[src/rtl/cordic_scheduler.sv]
// Round-robin arbiter that time-shares one iterative CORDIC engine.
// One request in flight; watchdog turns a silent engine into an error reply.
module cordic_scheduler #(
    parameter int NREQ    = 4,
    parameter int IDW     = 2,
    parameter int TIMEOUT = 16
) (
    input  logic              clk,
    input  logic              rst,
    input  logic [NREQ-1:0]   req_valid,
    input  logic [8*NREQ-1:0] req_angle,
    output logic [NREQ-1:0]   req_ready,
    output logic              resp_valid,
    input  logic              resp_ready,
    output logic [IDW-1:0]    resp_id,
    output logic [7:0]        resp_sine,
    output logic [7:0]        resp_cosine,
    output logic              resp_err,
    output logic              core_start,
    output logic [7:0]        core_angle,
    input  logic              core_done,
    input  logic [7:0]        core_sine,
    input  logic [7:0]        core_cosine,
    output logic              busy
);

    localparam int IW = (NREQ > 1) ? $clog2(NREQ) : 1;
    localparam int CW = (TIMEOUT > 1) ? $clog2(TIMEOUT) : 1;
    localparam logic [CW-1:0] LAST = CW'(TIMEOUT - 1);

    typedef enum logic [1:0] {
        S_IDLE,
        S_ISSUE,
        S_WAIT,
        S_RESP
    } state_t;

    state_t          r_state;
    state_t          w_next;
    logic [IDW-1:0]  r_ptr;
    logic [CW-1:0]   r_cnt;
    logic [7:0]      r_angle;
    logic [IDW-1:0]  r_id;
    logic [7:0]      r_sine;
    logic [7:0]      r_cos;
    logic            r_err;

    logic            w_any;
    logic [IDW-1:0]  w_grant;
    logic [IW-1:0]   w_idx;
    logic [NREQ-1:0] w_onehot;
    logic [7:0]      w_angle;
    logic            w_timeout;

    // Search downward so the nearest valid index after the pointer wins.
    always_comb begin
        w_any   = 1'b0;
        w_grant = '0;
        w_idx   = '0;
        for (int k = NREQ; k >= 1; k--) begin
            w_idx = IW'((int'(r_ptr) + k) % NREQ);
            if (req_valid[w_idx]) begin
                w_any   = 1'b1;
                w_grant = IDW'(w_idx);
            end
        end
    end

    always_comb begin
        w_onehot = '0;
        w_angle  = '0;
        for (int i = 0; i < NREQ; i++) begin
            if (w_any && w_grant == IDW'(i)) begin
                w_onehot[i] = 1'b1;
                w_angle     = req_angle[i*8 +: 8];
            end
        end
    end

    assign w_timeout = (r_cnt == LAST);

    always_comb begin
        w_next = r_state;
        unique case (r_state)
            S_IDLE:  if (w_any) w_next = S_ISSUE;
            S_ISSUE: w_next = S_WAIT;
            S_WAIT:  if (core_done || w_timeout) w_next = S_RESP;
            S_RESP:  if (resp_ready) w_next = S_IDLE;
            default: w_next = S_IDLE;
        endcase
    end

    always_ff @(posedge clk) begin
        if (!rst) begin
            r_state <= S_IDLE;
            r_ptr   <= IDW'(NREQ - 1);
            r_cnt   <= '0;
            r_angle <= '0;
            r_id    <= '0;
            r_sine  <= '0;
            r_cos   <= '0;
            r_err   <= 1'b0;
        end else begin
            r_state <= w_next;
            unique case (r_state)
                S_IDLE: begin
                    if (w_any) begin
                        r_angle <= w_angle;
                        r_id    <= w_grant;
                        r_ptr   <= w_grant;
                    end
                end
                S_ISSUE: r_cnt <= '0;
                S_WAIT: begin
                    if (core_done) begin
                        r_sine <= core_sine;
                        r_cos  <= core_cosine;
                        r_err  <= 1'b0;
                    end else if (w_timeout) begin
                        r_sine <= '0;
                        r_cos  <= '0;
                        r_err  <= 1'b1;
                    end else begin
                        r_cnt  <= r_cnt + 1'b1;
                    end
                end
                default: ;
            endcase
        end
    end

    // Grant is combinational but masked while reset is asserted.
    assign req_ready   = (rst && r_state == S_IDLE) ? w_onehot : '0;
    assign core_start  = (r_state == S_ISSUE);
    assign core_angle  = r_angle;
    assign resp_valid  = (r_state == S_RESP);
    assign resp_id     = r_id;
    assign resp_sine   = r_sine;
    assign resp_cosine = r_cos;
    assign resp_err    = r_err;
    assign busy        = (r_state != S_IDLE);

endmodule
[config.mk]
export PLATFORM = sky130hd
export DESIGN_NAME = cordic_scheduler
export DESIGN_NICKNAME = d
export VERILOG_FILES = /design/src/rtl/cordic_scheduler.sv
export SDC_FILE = /design/constraint.sdc
export NUM_CORES = 1
export LEC_CHECK = 0
export BUFFER_PORTS_ARGS = -buffer_cell sky130_fd_sc_hd__buf_2
export CORE_MARGIN = 10
export CORE_UTILIZATION = 45
export DETAILED_ROUTE_END_ITERATION = 8
export PLACE_DENSITY = 0.89
export SLEW_MARGIN = 30
export SYNTH_ARGS = -nofsm -noshare
export SYNTH_HDL_FRONTEND = slang
export SYNTH_SLANG_ARGS = --single-unit
export TNS_END_PERCENT = 100
[constraint.sdc]
create_clock -name clk -period 1.87 [get_ports clk]
set_input_delay 0.374 -clock clk [delete_from_list [all_inputs] [get_ports clk]]
set_output_delay 0.374 -clock clk [all_outputs]
set_load 0.1 [all_outputs]
After elaboration in Yosys (flattened, before gate mapping) --
Index checks and enable logic that the tools add are counted.
Cells by class: order comparisons 4, reductions and logical operators 15, add/sub/neg operators 5, equality and inequality tests 12, mux-type cells 37
Operators by type and width (count):
- $mux 8 | 7
- $mux 1 | 14
- $mux 2 | 7
- $lt 2x3->1 const B | 4
- $mux 4 | 3
- $bmux 1 s2 | 4
- $eq 2x2->1 const B | 4
- $ne 2x2->1 const B | 4
- $pmux 2 s4 | 1
- $pmux 4 s2 | 1
- $reduce_and 3->1 | 2
- $reduce_bool 2->1 | 3
- $logic_and 1x1->1 | 5
- $add 2x1->2 const B | 2
- $add 2x2->2 const B | 2
- $add 4x1->4 const B | 1
- $eq 2x1->1 const B | 2
- $eq 4x4->1 const B | 1
- $logic_not 2->1 | 2
- $reduce_and 2->1 | 2
- $ne 2x1->1 const B | 1
- $logic_or 1x1->1 | 1
Storage, ports and cells: register bits after elaboration 35, word-level logic and storage cells 81, input port bits 56

Depth between registers and ports, before layout --
depth after elaboration 13, gate-level depth with buffers 8, mapped depth without buffers 6

Least setup slack after synthesis --
No wires, ideal clock.
path kind reg2out, start register r_ptr[1], end output req_ready[1], slack -1698 ps, required time 1496 ps, path buffers 2, data arrival time 3194 ps, cell stages (with the launch flop) 6, cell sequence dfxtp_1 -> or3b_1 -> o221a_2 -> buf_6 -> buf_6 -> nor3_1
Between the ends: cells in the longest elaborated chain, start to end 11, elaborated cells on any way between the ends 24, classes of those cells 4 x add/sub; 1 x eq/ne; 18 x mux; 1 x reduce/logical
RTL lines:
- start: declaration | line 40 | logic [IDW-1:0] r_ptr;
- start signal: assignment | line 96 | r_ptr <= IDW'(NREQ - 1);
- start signal: assignment | line 110 | r_ptr <= w_grant;
- $add 2x1->2 | line 61 | w_idx = IW'((int'(r_ptr) + k) % NREQ);
- $bmux 1 s2 | line 62 | if (req_valid[w_idx]) begin
- $mux 1 (not written as such) | line 62
- $mux 2 (4 in series) | line 62
- $eq 2x1->1 | line 73 | if (w_any && w_grant == IDW'(i)) begin
- $logic_and 1x1->1 (*) | line 73
- $mux 1 (*) | line 73
- $mux 4 (*) | line 133 | assign req_ready = (rst && r_state == S_IDLE) ? w_onehot : '0;
- end: declaration | line 12 | output logic [NREQ-1:0] req_ready,
Every way passes the cells marked *; elsewhere a longest branch is shown, timed or not. The select of a mux whose other input is x is not followed.

Worst setup path after layout --
Same ends and word-level chain as after synthesis.

==> impl_metrics.csv <==
group,metric,value,unit
run_status,status,"finished, violations left",
run_status,violations,"setup timing",
logic_synthesis,ys_ff_latch,35,
logic_synthesis,synth_top_area_cell,"dfxtp_1",
grt,grt_pass1_vias,2017,
die,die_width,83.4,um
logic_synthesis,synth_edf_count,0,
clock_network,cts.sinks,35,
sta,timing.final.ws_setup,-112,ps
critical_path,critical_path.startpoint_type,"register",
critical_path,cp.required,1500,ps
cells_and_area,utilization,72.5,%
die,dieArea,6950,um^2
power_and_ir_drop,seqPwrFrac,23.5,%
logic_synthesis,ys_seq_area_share,38.8,%
sta,worstMarginPinSlew,630,ps
sta,slew_violations,0,
die,coreArea,3770,um^2
power_and_ir_drop,combinationalPowerShare,64.1,%
grt,grt_pass1_wl,9180,um
clock_network,cts_hold_buf,0,
placement,detailed_place_hpwl,4350,um
critical_path,reg2reg_depth,7,
power_and_ir_drop,powerDensity,1630,nW/um^2
logic_synthesis,ys_types,43,
job,maxCapViolCount,0,
die,die_h,83.4,um
power_and_ir_drop,net-switching-power,0.00236,W
clock_network,cts-root-buf,"clkbuf_8",
logic_synthesis,synth_top_area_share,38.8,%
route,ant_nets,0,
placement,dp_slack,-33.5,ps
route,avgRoutedWirePerCell,16.5,um
logic_synthesis,synth_fp_nets,261,
min_path,hp-class,"input pin to register",
power_and_ir_drop,clock_power_share,12.3,%
grt,grt_usage,15.2,%
logic_synthesis,synth_area_leaders,"dfxtp_1 (39%), a22oi_1 (10%), mux2i_1 (5.0%), nor2_1 (4.8%), ha_1 (4.2%)",
clock_network,path_clk_slew,70,ps
route,drcViolationCount,0,
clock_network,clock_latency,280,ps
grt,antenna_found_initial,0,
cells_and_area,fillers,303,
logic_synthesis,synthFlopType,"dfxtp_1",
logic_synthesis,syn_area,1810,um^2
sta,fin_crit_sh,106,%
sta,min_period,1980,ps
cells_and_area,fin_nets,370,
cells_and_area,final-seq-area,716,um^2
critical_path,arrival,1610,ps
clock_network,cts_buffers,5,
placement,io_buffers,89,
sta,finalSetupViolations,2,
clock_network,ctsHtreeMaxLevel,2,
cells_and_area,multiInputGateArea,1110,um^2
cells_and_area,diodes,0,
grt,grt_max_degree,27,
cells_and_area,drive_gt1_share,50.3,%
grt,overflow,0,
critical_path,worst_setup_path_end_kind,"output port",
sta,rsz0062_at_grt,"true",
placement,globalplace.congestion,0.802,
sta,finalHoldViolations,0,
cells_and_area,area_growth,51.2,%
sta,clock_skew,6.42,ps
route,first_pass_iters,4,
power_and_ir_drop,cellInternalPower,0.00210,W
route,drt_iter0_drc,82,
min_path,holdPathStages,3,
clock_network,cts.path.max_buffers,2,
logic_synthesis,postSynthAreaPerCell,9.08,um^2
power_and_ir_drop,ir_worst_vdd,0.000943,V
logic_synthesis,ys_async_sr_fraction,0,%
route,drt_wl_total,5880,um
die,io_pins,90,
logic_synthesis,netlist_instances,199,
critical_path,critical_path_class,"register to output port",
die,start_util,47.9,%
logic_synthesis,yosys_warnings,0,
route,vias_per_cell,5.52,
route,vias,1965,
die,rows,22,
critical_path,crit_path_max_fanout,6,
power_and_ir_drop,p_leak,1.29,nW
clock_network,cts_tree,"yes",
sta,fmax,505,MHz
power_and_ir_drop,switching_share,52.9,%
sta,slew_headroom,58.0,%
## metal layers
metal / vias to the layer above / global-route usage [%] / part of all wire, %
li1: 966 / - / -
met1: 900 / 16.6 / 41
met2: 89 / 24.9 / 47
met3: 10 / 7.52 / 11
met4: 0 / 5.38 / 1.5
met5: - / 0 / 0
## placed cells by master, fill, tap and decap left out, types with 3 or more instances in the layout
| master | netlist | layout |
|---|---|---|
| a21oi_1 | 8 | 7 |
| a22oi_1 | 24 | 24 |
| and3_1 | 8 | 8 |
| buf_12 | 0 | 5 |
| buf_2 | 0 | 83 |
| buf_4 | 0 | 26 |
| clkbuf_8 | 0 | 6 |
| dfxtp_1 | 35 | 31 |
| dfxtp_4 | 0 | 4 |
| ha_1 | 6 | 4 |
| inv_1 | 5 | 3 |
| mux2i_1 | 9 | 9 |
| nand2_1 | 7 | 6 |
| nand3_1 | 11 | 10 |
| nor2_1 | 23 | 22 |
| nor3_4 | 0 | 3 |
| o221ai_1 | 8 | 8 |
## synthesized netlist by cell type, types with 2 or more instances
| cell | n |
|---|---|
| buf_6 | 4 |
| nand2b_1 | 2 |
| a21oi_1 | 8 |
| ha_1 | 6 |
| o21bai_1 | 2 |
| clkbuf_1 | 9 |
| nand2_1 | 7 |
| mux2i_1 | 9 |
| nor2_1 | 23 |
| a21bo_2 | 2 |
| inv_1 | 5 |
| a21boi_0 | 2 |
| o21ai_0 | 3 |
| dfxtp_1 | 35 |
| nor4_1 | 2 |
| nor2b_1 | 2 |
| nor3_1 | 5 |
| o221ai_1 | 8 |
| and3_1 | 8 |
| nand3_1 | 11 |
| a22oi_1 | 24 |
## area by class of cell
class	instances	share of cell area, %
Clock inverter	1	0.183
Tap cell	48	2.20
Multi-Input combinational cell	144	40.7
Timing Repair Buffer	116	26.7
Clock buffer	6	3.02
Sequential cell	35	26.2
Inverter	6	1.01
## final timing paths
kind	startpoint	endpoint	slack, ps
max	r_ptr[1]$_SDFFE_PN1P_	req_ready[1]	-110
min	core_sine[2]	resp_sine[2]$_SDFFE_PN0P_	320
max reg2reg	r_ptr[0]$_SDFFE_PN1P_	core_angle[1]$_SDFFE_PN0P_	70
min reg2reg	resp_id[0]$_SDFFE_PN0P_	resp_id[0]$_SDFFE_PN0P_	470
## flip-flops by register name, indices dropped and copies added, names as in the netlist
signal       flops
core_angle       8
r_state          2
resp_id          2
resp_sine        8
resp_err         1
r_ptr            2
r_cnt            4
resp_cosine      8
## power groups by stage
stage / Sequential, W / Combinational (W) / Clock [W]
after floorplan: 0.00188 / 0.00118 / 0
after global placement: 0.00103 / 0.00257 / 0
after detailed placement: 0.00104 / 0.00262 / 0
after CTS: 0.00103 / 0.00269 / 0.000563
after global routing: 0.00107 / 0.00300 / 0.000588
final: 0.00105 / 0.00286 / 0.000550
## worst max-delay path, cell delays in order (launching register included)
cell and delay (ps):
dfxtp_4 360, or3b_4 400, o221a_4 150, nor3_4 220, buf_12 200
## through the flow
step	hold slack [ps]	setup TNS, ps	power [W]	instances	area (um^2)
after global placement	444	0	0.00360	338	2480
after global routing	335	-316	0.00466	356	2730
after CTS	319	-284	0.00429	346	2610
after floorplan	490	-689	0.00306	199	1860
final	323	-170	0.00446	356	2730
after detailed placement	450	-60.0	0.00366	338	2480
## timing repair
action,4_1_cts,5_1_grt
setup endpoints to repair,4,4
pin swaps,2,10
cloned,0,0
resized for setup,8,16
buffers inserted,1,10
endpoints found under the hold margin,0,0
## logic make-up after synthesis
| group | synth area share [%] |
|---|---|
| buffers and inverters | 5.89 |
| AOI/OAI and AO/OA | 26.7 |
| muxes | 4.99 |
| and+or+nand+nor | 19.5 |
| DFF | 38.8 |
| adders and majority gates | 4.16 |
Note: power is estimated with default switching activity, not from simulation.
